==> src/rtl/reset_req_ctrl.sv <==
// Reset request controller: merges masked reset requests into one stretched, flop-driven
// active-low reset with holdoff, pending re-trigger, and a sticky cause record.
module reset_req_ctrl #(
  parameter int NSRC           = 4,
  parameter int PULSE_CYCLES   = 16,
  parameter int HOLDOFF_CYCLES = 8,
  parameter int CNT_W          = 8
) (
  input  logic            clk_i,
  input  logic            arstn_i,
  input  logic [NSRC-1:0] req_i,
  input  logic [NSRC-1:0] req_mask_i,
  input  logic            cause_clr_i,
  output logic            rstn_o,
  output logic            ack_o,
  output logic            busy_o,
  output logic [NSRC-1:0] cause_o
);

  typedef enum logic [1:0] {
    ST_IDLE    = 2'd0,
    ST_ASSERT  = 2'd1,
    ST_HOLDOFF = 2'd2
  } state_t;

  localparam logic [CNT_W-1:0] PULSE_LAST = CNT_W'(PULSE_CYCLES - 1);
  localparam logic [CNT_W-1:0] HOLD_LAST  = CNT_W'(HOLDOFF_CYCLES - 1);

  state_t          state;
  logic [CNT_W-1:0] cnt;
  logic [NSRC-1:0] pend;
  logic [NSRC-1:0] acc;

  assign acc    = req_i & ~req_mask_i;
  assign busy_o = (state != ST_IDLE);

  // Async reset lands in ASSERT so release produces the power-on stretch with no ack.
  always_ff @(posedge clk_i or negedge arstn_i) begin
    if (!arstn_i) begin
      state   <= ST_ASSERT;
      cnt     <= '0;
      pend    <= '0;
      cause_o <= '0;
      ack_o   <= 1'b0;
      rstn_o  <= 1'b0;
    end else begin
      ack_o <= 1'b0;
      case (state)
        ST_IDLE: begin
          rstn_o <= 1'b1;
          if (|acc) begin
            state   <= ST_ASSERT;
            cnt     <= '0;
            cause_o <= acc;
            ack_o   <= 1'b1;
            rstn_o  <= 1'b0;
          end else if (cause_clr_i) begin
            cause_o <= '0;
          end
        end
        ST_ASSERT: begin
          cause_o <= cause_o | acc;
          if (cnt == PULSE_LAST) begin
            state  <= ST_HOLDOFF;
            cnt    <= '0;
            rstn_o <= 1'b1;
          end else begin
            cnt    <= cnt + CNT_W'(1);
            rstn_o <= 1'b0;
          end
        end
        ST_HOLDOFF: begin
          rstn_o <= 1'b1;
          if (cnt == HOLD_LAST) begin
            pend <= '0;
            cnt  <= '0;
            // Requests gathered during holdoff start a fresh reset with a fresh cause.
            if (|(pend | acc)) begin
              state   <= ST_ASSERT;
              cause_o <= pend | acc;
              ack_o   <= 1'b1;
              rstn_o  <= 1'b0;
            end else begin
              state <= ST_IDLE;
            end
          end else begin
            pend <= pend | acc;
            cnt  <= cnt + CNT_W'(1);
          end
        end
        default: begin
          state  <= ST_ASSERT;
          cnt    <= '0;
          pend   <= '0;
          rstn_o <= 1'b0;
        end
      endcase
    end
  end

endmodule

==> config.mk <==
export PLATFORM = sky130hd
export DESIGN_NAME = reset_req_ctrl
export DESIGN_NICKNAME = d
export VERILOG_FILES = /design/src/rtl/reset_req_ctrl.sv
export SDC_FILE = /design/constraint.sdc
export NUM_CORES = 1
export LEC_CHECK = 0
export BUFFER_PORTS_ARGS = -buffer_cell sky130_fd_sc_hd__buf_2
export CAP_MARGIN = 10
export CELL_PAD_IN_SITES_DETAIL_PLACEMENT = 1
export CELL_PAD_IN_SITES_GLOBAL_PLACEMENT = 1
export CORE_MARGIN = 1
export CORE_UTILIZATION = 40
export CTS_BUF_LIST = sky130_fd_sc_hd__clkbuf_8
export DETAILED_ROUTE_END_ITERATION = 12
export HOLD_SLACK_MARGIN = 0.02
export PLACE_DENSITY_LB_ADDON = 0.1
export SYNTH_ARGS = -nofsm -noshare
export SYNTH_HDL_FRONTEND = slang
export SYNTH_SLANG_ARGS = --single-unit
==> constraint.sdc <==
create_clock -name clk_i -period 2.04 [get_ports clk_i]
set_input_delay 0.408 -clock clk_i [delete_from_list [all_inputs] [get_ports clk_i]]
set_output_delay 0.408 -clock clk_i [all_outputs]
set_load 0.05 [all_outputs]
==> impl_metrics.yaml, run 1 <==
critical_path:
  regToRegSetupSlack_ns: -0.04
  cp_num_buf_inv: 0
  crit_slowest_cell: "or4_4"
  path_cells: "or4_4, nor3_4, o21ai_2, a221oi_4, mux2_2"
  crit_family: "simple AND/OR/NAND/NOR gates"
  path_class: "reg2reg"
  cp-start-kind: "register"
  endpoint_kind: "register"
  rr_worst_depth: 5
  worstPathArrival_ns: 2.23
  rr_startpoint: "cnt[7]"
  r2r_end: "cause_o[3]"
  critPathRequiredTime_ns: 2.19
  cp_slowest_stage_delay_ns: 0.57
  worstPathMaxFanout: 4
floorplanning:
  die_area_um2: 3320
  dieHeight_um: 57.6
  die_x_um: 57.6
  row_count: 19
  initial_core_util_pct: 43.4
  core-area_um2: 2850
  ios: 18
timing:
  drv_slew: 0
  tightest_slew_ns: 0.446
  tns_ns: -0.144
  fmax_mhz: 481
  relSlewSlack_pct: 70.3
  finalSetupViolCount: 5
  setup_ws_ns: -0.0389
  rsz0062_at_grt: "yes"
  post-route-period-util_pct: 102
  timing.final.crit_period_ns: 2.08
  fin_worst_skew_ns: 0.00329
  holdWs_ns: 0.0744
  hold_viol_final: 0
layout:
  drive_gt1_share_pct: 36.9
  multi_input_area_um2: 699
  fill_cells: 333
  layout_common_cells: "buf_4, dfrtp_1, o21ai_0, buf_2"
  final_common_cell: "buf_4"
  diodes: 0
  nNetsFinal: 186
  seq_area_um2: 502
  syn_to_final_growth_pct: 26.1
detailed_routing:
  drc: 1
  wl_um: 3280
  postRouteAntennaNets: 0
  routedWlPerCell_um: 16.5
  vias: 1128
  drtIter0Drc: 13
  drt_first_pass_iters: 8
  avgViaCountPerCell: 5.67
pwr:
  p_seq_share_pct: 27.9
  total_power_w: 0.00219
  power_density_nw_per_um2: 1400
  leakagePower_nw: 0.774
  p_int_w: 0.00117
  peakVddDrop_mv: 0.705
  pwr-share-comb_pct: 57.6
  switching_power_w: 0.00102
  switching_share_pct: 46.7
  p_clk_share_pct: 14.4
outcome:
  status: "finished with violations"
  violations: "DRC, setup timing"
clocking:
  cts_tree: "built"
  clkLatencyLatePin_ns: 0.27
  cts_buffers: 3
  cts_root_buf: "clkbuf_8"
  cts_num_sinks: 20
  clockBufferDepth: 2
  cts-htree-levels: 1
  clkTransAtPathRegs_ns: 0.08
grt:
  grt_pass1_wl_um: 5580
  grt_pass1_vias: 1149
  antenna_found_initial: 0
  grt_usage_pct: 22.7
  grt_max_degree: 21
  gr-total-overflow: 0
synthesis:
  syn_inst: 131
  synth_compound_area_share_pct: 23.4
  yosys_warnings: 0
  synth.avg_cell_area_um2: 9.45
  synth.distinct_cells: 37
  yosys.area_share.simple_pct: 20.0
  synth_xor_area_share_pct: 0
  syn_area_um2: 1240
  synth_mux_area_share_pct: 6.17
  ys_seq_area_share_pct: 40.5
  ys_seq_elements: 20
  synth_top_family_by_area: "compound AO/OA/AOI/OAI gates"
  synth-edff-count: 0
  async_flop_share_pct: 100
  synth-main-ff-cell: "dfrtp_1"
  synthAdderAreaFrac_pct: 6.07
  synth_nets: 148
job:
  drv_cap: 0
placed_design:
  port_buffers: 17
  place.detailed.hpwl_um: 2520
  place.gp.congestion: 0.732
hold_path:
  holdCritPathClass: "in2async"
-- Yosys cell counts, types with 2 or more instances --
| cell | number | area share (%) |
|---|---|---|
| mux2_2 | 3 | 2.7 |
| nor2b_1 | 2 | 1.0 |
| nor4_1 | 2 | 1.0 |
| a21o_1 | 3 | 1.8 |
| buf_2 | 2 | 0.81 |
| nor3_1 | 3 | 1.2 |
| o22ai_1 | 4 | 2.0 |
| mux2i_1 | 2 | 1.6 |
| nand3_1 | 2 | 0.81 |
| inv_1 | 7 | 2.1 |
| ha_1 | 6 | 6.1 |
| o21ai_0 | 17 | 6.9 |
| nand2_1 | 11 | 3.3 |
| nor4b_1 | 2 | 1.4 |
| and2b_2 | 4 | 2.8 |
| dfrtp_1 | 19 | 38 |
| nor2_1 | 8 | 2.4 |
| a21oi_1 | 12 | 4.9 |
| or4_4 | 2 | 1.8 |
| mux2_1 | 2 | 1.8 |
| and3_1 | 2 | 1.0 |
-- layout make-up --
class	count	share of cell area, %
repair buffers	37	15.1
clock buffers	4	3.53
well taps	31	2.49
multi-input cells	100	44.8
inverters	7	1.92
flip-flops and latches	20	32.2
-- through the flow --
step / instance area, µm² / util, % / std cells / setup slack (ns)
detailed placement: 1490 / 52.1 / 194 / -0.0434
finish: 1560 / 54.7 / 199 / -0.0389
CTS: 1550 / 54.2 / 198 / -0.0554
global placement: 1490 / 52.1 / 194 / -0.0141
floorplan: 1240 / - / 131 / 0.00357
global route: 1560 / 54.7 / 199 / -0.136
-- worst max-delay path by stage --
stage / from / to / slack, ns / cells after the start
2_1_floorplan: cnt[7] / cause_o[2] / 0.004 / 5
3_3_place_gp: req_i[3] / cause_o[1] / -0.01 / 7
3_5_place_dp: req_mask_i[3] / cause_o[1] / -0.04 / 7
4_1_cts: cnt[7] / cause_o[3] / -0.06 / 5
5_1_grt: cnt[7] / cause_o[1] / -0.14 / 5
6_report: cnt[7] / cause_o[3] / -0.04 / 5
-- cells by family after synthesis --
kind of cell               count (synthesis)
AOI/OAI and AO/OA                         45
adders and majority gates                  6
buffers and inverters                     11
DFF                                       20
muxes                                      7
and+or+nand+nor                           42
-- routing by layer --
layer / up-vias / track usage [%] / share of wire, %
met5: - / 0 / 0
met3: 5 / 3.35 / 1.6
met4: 0 / 11.1 / 1.6
li1: 552 / - / -
met1: 560 / 30.3 / 49
met2: 11 / 36.0 / 48
-- state kept, by name, summed over array words and instances, names as in the netlist --
register,count
cnt,8
cause_o,4
pend,4
state,2
ack_o,1
rstn_o,1
-- what timing repair did --
action / 4_1_cts / 5_1_grt
endpoints found under the hold margin: 0 / 0
hold buffers: 0 / 0
setup endpoints to repair: 5 / 9
setup buffers: 0 / 1
resized for setup: 1 / 2
-- power groups by stage --
stage | sequential [W] | clock [W] | combinational, W
after floorplan | 0.000762 | 0 | 0.000710
after global placement | 0.000606 | 0 | 0.00117
after detailed placement | 0.000617 | 0 | 0.00122
after CTS | 0.000612 | 0.000326 | 0.00123
after global routing | 0.000631 | 0.000338 | 0.00139
final | 0.000611 | 0.000316 | 0.00126
Power figures use the tool's default switching activity.
==> run 2: changes to the inputs <==
- PLACE_DENSITY: default -> 0.88
- PLACE_DENSITY_LB_ADDON: 0.1 -> default
- REMOVE_ABC_BUFFERS: default -> 1
==> run 2 against run 1 <==
Net effect: the flow still finishes with violations (DRC, setup timing); die area is the same; largest power group unchanged; clock-buffer cell count unchanged; sequential cell count unchanged.
==> impl_metrics.yaml, run 2 (synthesis results as in run 1) <==
job:
  drv_cap: 0
critical_path:
  path_class: "reg2reg"
  cp-start-kind: "register"
  endpoint_kind: "register"
  worstPathMaxFanout: 4
  path_cells: "or4_4, nor3_4, o21ai_2, a221oi_4, mux2_2"
  cp_slowest_stage_delay_ns: 0.56
  crit_slowest_cell: "or4_4"
  critPathRequiredTime_ns: 2.20
  worstPathArrival_ns: 2.26
grt:
  antenna_found_initial: 0
  grt_usage_pct: 25.6
  gr-total-overflow: 0
  grt_max_degree: 21
  grt_pass1_vias: 1340
  grt_pass1_wl_um: 6440
clocking:
  cts_tree: "built"
  cts_buffers: 3
  cts-htree-levels: 1
  clkLatencyLatePin_ns: 0.27
  clockBufferDepth: 2
  cts_num_sinks: 20
  postCtsHoldBufs: 0
  clkTransAtPathRegs_ns: 0.08
  cts_root_buf: "clkbuf_8"
timing:
  finalSetupViolCount: 5
  tightest_slew_ns: 0.464
  fin_worst_skew_ns: 0.00134
  rsz0062_at_grt: "yes"
  timing.final.crit_period_ns: 2.10
  fmax_mhz: 477
  hold_viol_final: 0
  setup_ws_ns: -0.0560
  drv_slew: 0
  post-route-period-util_pct: 103
  relSlewSlack_pct: 69.1
detailed_routing:
  postRouteAntennaNets: 0
  routedWlPerCell_um: 18.4
  drtIter0Drc: 47
  avgViaCountPerCell: 5.89
  wl_um: 3790
  drc: 1
  vias: 1214
  drt_first_pass_iters: 8
placed_design:
  place_area_um2: 1530
  place.detailed.hpwl_um: 2820
  place.gp.congestion: 0.835
  port_buffers: 17
floorplanning:
  initial_core_util_pct: 43.4
  ios: 18
  die_area_um2: 3320
  dieHeight_um: 57.6
  die_x_um: 57.6
  row_count: 19
  core-area_um2: 2850
layout:
  nNetsFinal: 193
  largest_reg_flops: 8
  utilization_pct: 57.2
  final_common_cell: "buf_4"
  design_area_um2: 1630
  largestRegisters: "cnt (8), cause_o (4), pend (4)"
  diodes: 0
  layout_common_cells: "buf_4, dfrtp_1, buf_2"
  syn_to_final_growth_pct: 32.0
  drive_gt1_share_pct: 40.6
  regMostFlops: "cnt"
pwr:
  switching_share_pct: 47.0
  switching_power_w: 0.00111
  p_clk_share_pct: 13.9
  p_seq_share_pct: 26.2
  peakVddDrop_mv: 0.911
  leakagePower_nw: 0.818
  power_density_nw_per_um2: 1440
  pwr-share-comb_pct: 59.9
  p_int_w: 0.00125
outcome:
  status: "finished with violations"
  violations: "DRC, setup timing"
hold_path:
  holdCritPathClass: "in2async"
run 2: cell types whose count changed in the layout (fill, tap and decap cells not counted), sizes merged:
cell	previous run	this run
buf	37	44
inv	6	7
clkinvlp	1	0
run 2: routing by layer:
layer / vias up / track usage (%) / part of all wire (%)
li1: 566 / - / -
met1: 608 / 30.3 / 42
met2: 32 / 48.3 / 53
met3: 8 / 3.35 / 3.2
met4: 0 / 6.97 / 1.3
met5: - / 0 / 0
run 2: worst max-delay path: cells and delay by family (launching register included):
family	cells	cell delay, ns
and+or+nand+nor	2	0.73
DFF	1	0.40
AOI/OAI and AO/OA	2	0.48
muxes	1	0.38
run 2: repair_timing:
action | in CTS | in global routing
endpoints found under the setup margin | 11 | 10
gates resized for setup | 7 | 2
buffers inserted | 1 | 1
pin swaps | 3 | 2
run 2: stage by stage:
step / hold WS, ns / worst slack [ns] / total power [W] / cells / TNS, ns
2_1_floorplan: 0.112 / -0.286 / 0.00144 / 127 / -1.85
3_3_place_gp: 0.381 / -0.0320 / 0.00183 / 200 / -0.130
3_5_place_dp: 0.385 / -0.0910 / 0.00193 / 200 / -0.732
4_1_cts: 0.0938 / -0.0489 / 0.00232 / 205 / -0.149
5_1_grt: 0.115 / -0.148 / 0.00249 / 206 / -0.766
6_report: 0.0790 / -0.0560 / 0.00235 / 206 / -0.206
run 2: area by class of cell:
| class | instances | area, µm² |
|---|---|---|
| fillers | 330 | 1220 |
| multi-input cells | 100 | 723 |
| flip-flops and latches | 20 | 502 |
| repair buffers | 44 | 288 |
| clock buffers | 4 | 55.1 |
| well taps | 31 | 38.8 |
| inverters | 7 | 26.3 |
run 2: final timing paths:
path                             from    endpoint  slack [ns]  cells past startpoint
max                            cnt[4]  cause_o[3]       -0.06                      5
min                           arstn_i      cnt[0]        0.08                      1
max reg2reg                    cnt[4]  cause_o[3]       -0.06                      5
min reg2reg                cause_o[0]  cause_o[0]        0.53                      1
max in group asynchronous     arstn_i    state[0]        1.62                      1
min in group clk_i         cause_o[0]  cause_o[0]        0.53                      1
run 2: power by group through the flow:
stage          clock network [W]  registers, W  logic, W
2_1_floorplan                  0      0.000762  0.000677
6_report                0.000327      0.000615   0.00141
4_1_cts                 0.000323      0.000609   0.00138
3_5_place_dp                   0      0.000615   0.00131
3_3_place_gp                   0      0.000603   0.00123
5_1_grt                 0.000340      0.000625   0.00152
